==> config.mk <==
export PLATFORM = sky130hd
export DESIGN_NAME = monomial_compress_pipe_flat
export DESIGN_NICKNAME = d
export VERILOG_FILES = /design/src/rtl/monomial_compress_pipe_if.sv /design/src/rtl/monomial_compress_pipe.sv /design/src/flat_wrapper.sv
export SDC_FILE = /design/constraint.sdc
export NUM_CORES = 1
export LEC_CHECK = 0
export CORE_ASPECT_RATIO = 0.9
export CORE_UTILIZATION = 45
export DETAILED_ROUTE_END_ITERATION = 6
export PLACE_DENSITY = 0.8
export SYNTH_ARGS = -nofsm -noshare
export SYNTH_HDL_FRONTEND = slang
export SYNTH_SLANG_ARGS = --single-unit
==> constraint.sdc <==
create_clock -name clk -period 1.28 [get_ports clk]
set_input_delay 0.192 -clock clk [delete_from_list [all_inputs] [get_ports clk]]
set_output_delay 0.192 -clock clk [all_outputs]
set_load 0.01 [all_outputs]
==> src/rtl/monomial_compress_pipe_if.sv <==
// Handshake bundle between the monomial generators, the compression pipe and
// the S-box output reconstruction stage.
interface monomial_compress_pipe_if #(
  parameter int W     = 15,
  parameter int N_IN  = 8,
  parameter int N_OUT = 4
);
  logic                  in_valid;
  logic                  in_ready;
  logic [N_IN*W-1:0]     in_vec;
  logic                  out_valid;
  logic                  out_ready;
  logic [N_OUT*W-1:0]    out_vec;
  logic [1:0]            occupancy;

  modport slave (
    input  in_valid, in_vec, out_ready,
    output in_ready, out_valid, out_vec, occupancy
  );

  modport master (
    output in_valid, in_vec, out_ready,
    input  in_ready, out_valid, out_vec, occupancy
  );
endinterface

==> src/rtl/monomial_compress_pipe.sv <==
// Two-stage valid/ready pipe: a plain register barrier for the masked monomial
// vectors, then an XOR fold of N_IN vectors into N_OUT output shares.
module monomial_compress_pipe #(
  parameter int W     = 15,
  parameter int N_IN  = 8,
  parameter int N_OUT = 4
) (
  input  logic                    clk,
  input  logic                    rst_n,
  monomial_compress_pipe_if.slave bus
);

  logic                 r_vld_p1;
  logic                 r_vld_p2;
  logic [N_IN*W-1:0]    r_data_p1;
  logic [N_OUT*W-1:0]   r_data_p2;

  logic                 w_s2_free;
  logic                 w_s1_move;
  logic                 w_in_ready;
  logic                 w_accept;
  logic [N_OUT*W-1:0]   w_fold;

  // Vector i lands in share i % N_OUT; bitwise XOR only, never carries.
  function automatic logic [N_OUT*W-1:0] xor_compress(input logic [N_IN*W-1:0] v);
    logic [N_OUT*W-1:0] acc;
    acc = '0;
    for (int i = 0; i < N_IN; i++) begin
      acc[(i % N_OUT)*W +: W] = acc[(i % N_OUT)*W +: W] ^ v[i*W +: W];
    end
    return acc;
  endfunction

  assign w_s2_free  = !r_vld_p2 || bus.out_ready;
  assign w_s1_move  = r_vld_p1 && w_s2_free;
  assign w_in_ready = !r_vld_p1 || w_s1_move;
  assign w_accept   = bus.in_valid && w_in_ready;
  assign w_fold     = xor_compress(r_data_p1);

  always_ff @(posedge clk or negedge rst_n) begin
    if (!rst_n) begin
      r_vld_p1 <= 1'b0;
      r_vld_p2 <= 1'b0;
    end else begin
      r_vld_p1 <= w_accept || (r_vld_p1 && !w_s1_move);
      r_vld_p2 <= w_s1_move || (r_vld_p2 && !bus.out_ready);
    end
  end

  // p1: glitch barrier, raw input straight into flops
  always_ff @(posedge clk or negedge rst_n) begin
    if (!rst_n) begin
      r_data_p1 <= '0;
    end else if (w_accept) begin
      r_data_p1 <= bus.in_vec;
    end
  end

  // p2: compressed shares, driven straight to the output
  always_ff @(posedge clk or negedge rst_n) begin
    if (!rst_n) begin
      r_data_p2 <= '0;
    end else if (w_s1_move) begin
      r_data_p2 <= w_fold;
    end
  end

  assign bus.in_ready  = w_in_ready;
  assign bus.out_valid = r_vld_p2;
  assign bus.out_vec   = r_data_p2;
  assign bus.occupancy = {1'b0, r_vld_p1} + {1'b0, r_vld_p2};

endmodule

==> src/flat_wrapper.sv <==
// flat-port wrapper written by rule: the top's interface ports become plain ports
module monomial_compress_pipe_flat 
#(
  parameter int W     = 15,
  parameter int N_IN  = 8,
  parameter int N_OUT = 4
)
  (clk, rst_n, bus_in_valid, bus_in_vec, bus_out_ready, bus_in_ready, bus_out_valid, bus_out_vec, bus_occupancy);
  monomial_compress_pipe_if #(.W(W), .N_IN(N_IN), .N_OUT(N_OUT)) bus_i ();
  input  logic clk;
  input  logic rst_n;
  input wire logic [$bits(bus_i.in_valid)-1:0] bus_in_valid;
  input wire logic [$bits(bus_i.in_vec)-1:0] bus_in_vec;
  input wire logic [$bits(bus_i.out_ready)-1:0] bus_out_ready;
  output wire logic [$bits(bus_i.in_ready)-1:0] bus_in_ready;
  output wire logic [$bits(bus_i.out_valid)-1:0] bus_out_valid;
  output wire logic [$bits(bus_i.out_vec)-1:0] bus_out_vec;
  output wire logic [$bits(bus_i.occupancy)-1:0] bus_occupancy;
  assign bus_i.in_valid = bus_in_valid;
  assign bus_i.in_vec = bus_in_vec;
  assign bus_i.out_ready = bus_out_ready;
  assign bus_in_ready = bus_i.in_ready;
  assign bus_out_valid = bus_i.out_valid;
  assign bus_out_vec = bus_i.out_vec;
  assign bus_occupancy = bus_i.occupancy;
  monomial_compress_pipe #(.W(W), .N_IN(N_IN), .N_OUT(N_OUT)) u_core (.clk(clk), .rst_n(rst_n), .bus(bus_i));
endmodule
==> results.toml <==
[status]
outcome = "finished with violations"
violations = "negative setup slack"

[finish]
area_growth_pct = 41.0
n_antenna_cell = 0
layout_common_cells = "dfrtp_1 (180), clkdlybuf4s50_1 (122), mux2_4 (119), a21oi_1 (116), xnor2_1 (60)"
fill_cells = 1174
nets = 872
layout_commonest_cell = "dfrtp_1"
drive_above_1_share = 0.336
final_cell_area_um2 = 11000
fin_util = 0.650

[synthesis]
synthesis.area_um2 = 7780
yosysTopAreaCellShare = 0.585
synth_seq_cells = 182
syn_avg_cell_area_um2 = 14.9
synth_cell_types = 14
synth_top_cell_by_area = "dfrtp_1"
synthesis.nets = 648
netlist_instances = 523
yosys_warnings = 0
synth_area_leaders = "dfrtp_1 (59%), mux2_4 (19%), a21oi_1 (7.7%)"
ys_seq_area_frac = 0.585

[place]
place_hpwl_um = 11800
port_buffers = 187
place_congestion = 0.782
place_area_um2 = 10000

[power]
power.total_mw = 17.4
powerDensity_nw_per_um2 = 1590
ir_drop_uv = 920
p_leak_nw = 4.92

[detailed_routing]
wl_met3_um = 1380
route.detailed.drc = 0
drt_iter0_markers = 258
drt_pre_antenna_iters = 4
wl_per_cell_um = 20.9
final_antenna_net_count = 0
wirelength_um = 20300
viasPerCell = 5.18
maxUsedRoutingLayer = "met4"
m1WireLength_um = 8710
vias = 5029
dr_wl_met2_um = 10000

[worst_setup_path]
startpoint_type = "register"
critical_path_class = "register to register"
worstRegToRegCells = 5
r2r_end = "u_core.r_data_p1[20]$_DFFE_PN0P_"
rrSetupSlack_ps = -180
timing.rr.start = "u_core.r_vld_p1$_DFF_PN0_"
cp.arrival_ps = 1770
crit_required_ps = 1590
end_kind = "register"
crit_fanout = 8

[grt]
track_usage = 0.213
grt_pass1_wl_um = 29200
antenna_found_initial = 0
gr-total-overflow = 0
grt_max_degree = 62
first_global_vias = 5451

[sta]
setup_viol = 184
fin_crit_sh = 1.14
tns_ps = -23430
period_minus_slack_ps = 1460
worst_slew_pin_slew_ps = 515
maxSlewViolCount = 0
fmax_mhz = 685
rsz0062_at_grt = "yes"
hold_viol = 0
skew_ps = 9.57
layout_setup_ws_ps = -181
slew_headroom = 0.656

[clock_tree]
clk_pin_slew_ps = 70
cts_max_path_buffers = 2
htree_num_levels = 4
cts_made_buffers = 17
root_buffer = "clkbuf_16"
cts_sinks = 182
cts_tree = "done"
clk_latency_ps = 420

[flow_run]
max-cap-violations = 0

[die]
coreArea_um2 = 16900
die_x_um = 141
start_util = 0.461
rows = 45
ios = 188
die_height_um = 127
die_area_um2 = 17800

[hold_path]
hold_class = "input pin to async pin"
[stage by stage]
step	worst slack, ps	hold WS (ps)	cells
4_1_cts	-192	275	956
5_1_grt	-206	294	971
2_1_floorplan	-102	-104	523
6_report	-181	274	971
3_3_place_gp	-388	142	918
3_5_place_dp	-411	154	918
[where the power goes]
group	switching, mW	internal (mW)	total [mW]
Clock	2.21	3.05	5.27
Combinational	1.84	2.63	4.48
Sequential	0.806	6.89	7.70
Total	4.86	12.6	17.4
[cell families after synthesis]
logic type | synth area share
AOI/OAI and AO/OA | 0.0772
xor gates and xnor gates | 0.0675
adders and majority gates | 0.00161
buffers and inverters | 0.0397
DFF | 0.585
muxes | 0.222
and+or+nand+nor | 0.00660
[what timing repair did]
action,in CTS,in global routing
pin swaps,2,3
resized for setup,165,59
setup buffers,4,1
hold buffers,1,0
endpoints found under the hold margin,34,0
gates cloned,1,15
setup endpoints to repair,184,220
[critical path, cell delays in order, from the launching register on]
cell,delay (ps)
dfrtp_2,450
nand3b_4,100
buf_8,140
nand2_8,120
clkbuf_16,220
mux2_4,300
[routing by layer]
layer,up-vias,global-route usage
met4,0,0.0556
met1,2577,0.267
li1,2269,-
met5,-,0
met3,18,0.0729
met2,165,0.351
[synth_stat cells]
master / n
nand2_2: 1
mux2_4: 100
ha_1: 1
clkbuf_1: 12
a21oi_1: 120
and2_1: 1
buf_6: 7
nand3b_4: 1
buf_8: 11
buf_2: 4
mux2_2: 20
dfrtp_1: 182
nand2b_1: 3
xnor2_1: 60
[how the worst max path moves through the flow]
stage | cells after the start | start | slack (ps) | to
6_report | 5 | u_core.r_vld_p1$_DFF_PN0_ | -180 | u_core.r_data_p1[20]$_DFFE_PN0P_
5_1_grt | 5 | u_core.r_vld_p1$_DFF_PN0_ | -210 | u_core.r_data_p1[47]$_DFFE_PN0P_
4_1_cts | 5 | u_core.bus.out_valid$_DFF_PN0_ | -190 | u_core.r_data_p1[24]$_DFFE_PN0P_
3_5_place_dp | 5 | bus_out_ready | -410 | u_core.r_data_p1[99]$_DFFE_PN0P_
3_3_place_gp | 5 | bus_out_ready | -390 | u_core.r_data_p1[99]$_DFFE_PN0P_
2_1_floorplan | 6 | u_core.r_vld_p1$_DFF_PN0_ | -100 | u_core.r_data_p1[0]$_DFFE_PN0P_
[final cells by class]
type	instances	area [um2]	area share
timing repair buffer	236	2480	0.226
clock inverter	10	120	0.0109
tap	211	264	0.0241
clock buffer	22	474	0.0432
sequential	182	4560	0.415
multi-input combinational	310	3080	0.281
[flip-flops by register name (all words and copies together) (netlist names)]
signal	flops
u_core.r_data_p1	120
u_core.bus.out_valid	1
u_core.bus.out_vec	60
u_core.r_vld_p1	1
(Power assumes the default switching activity.)
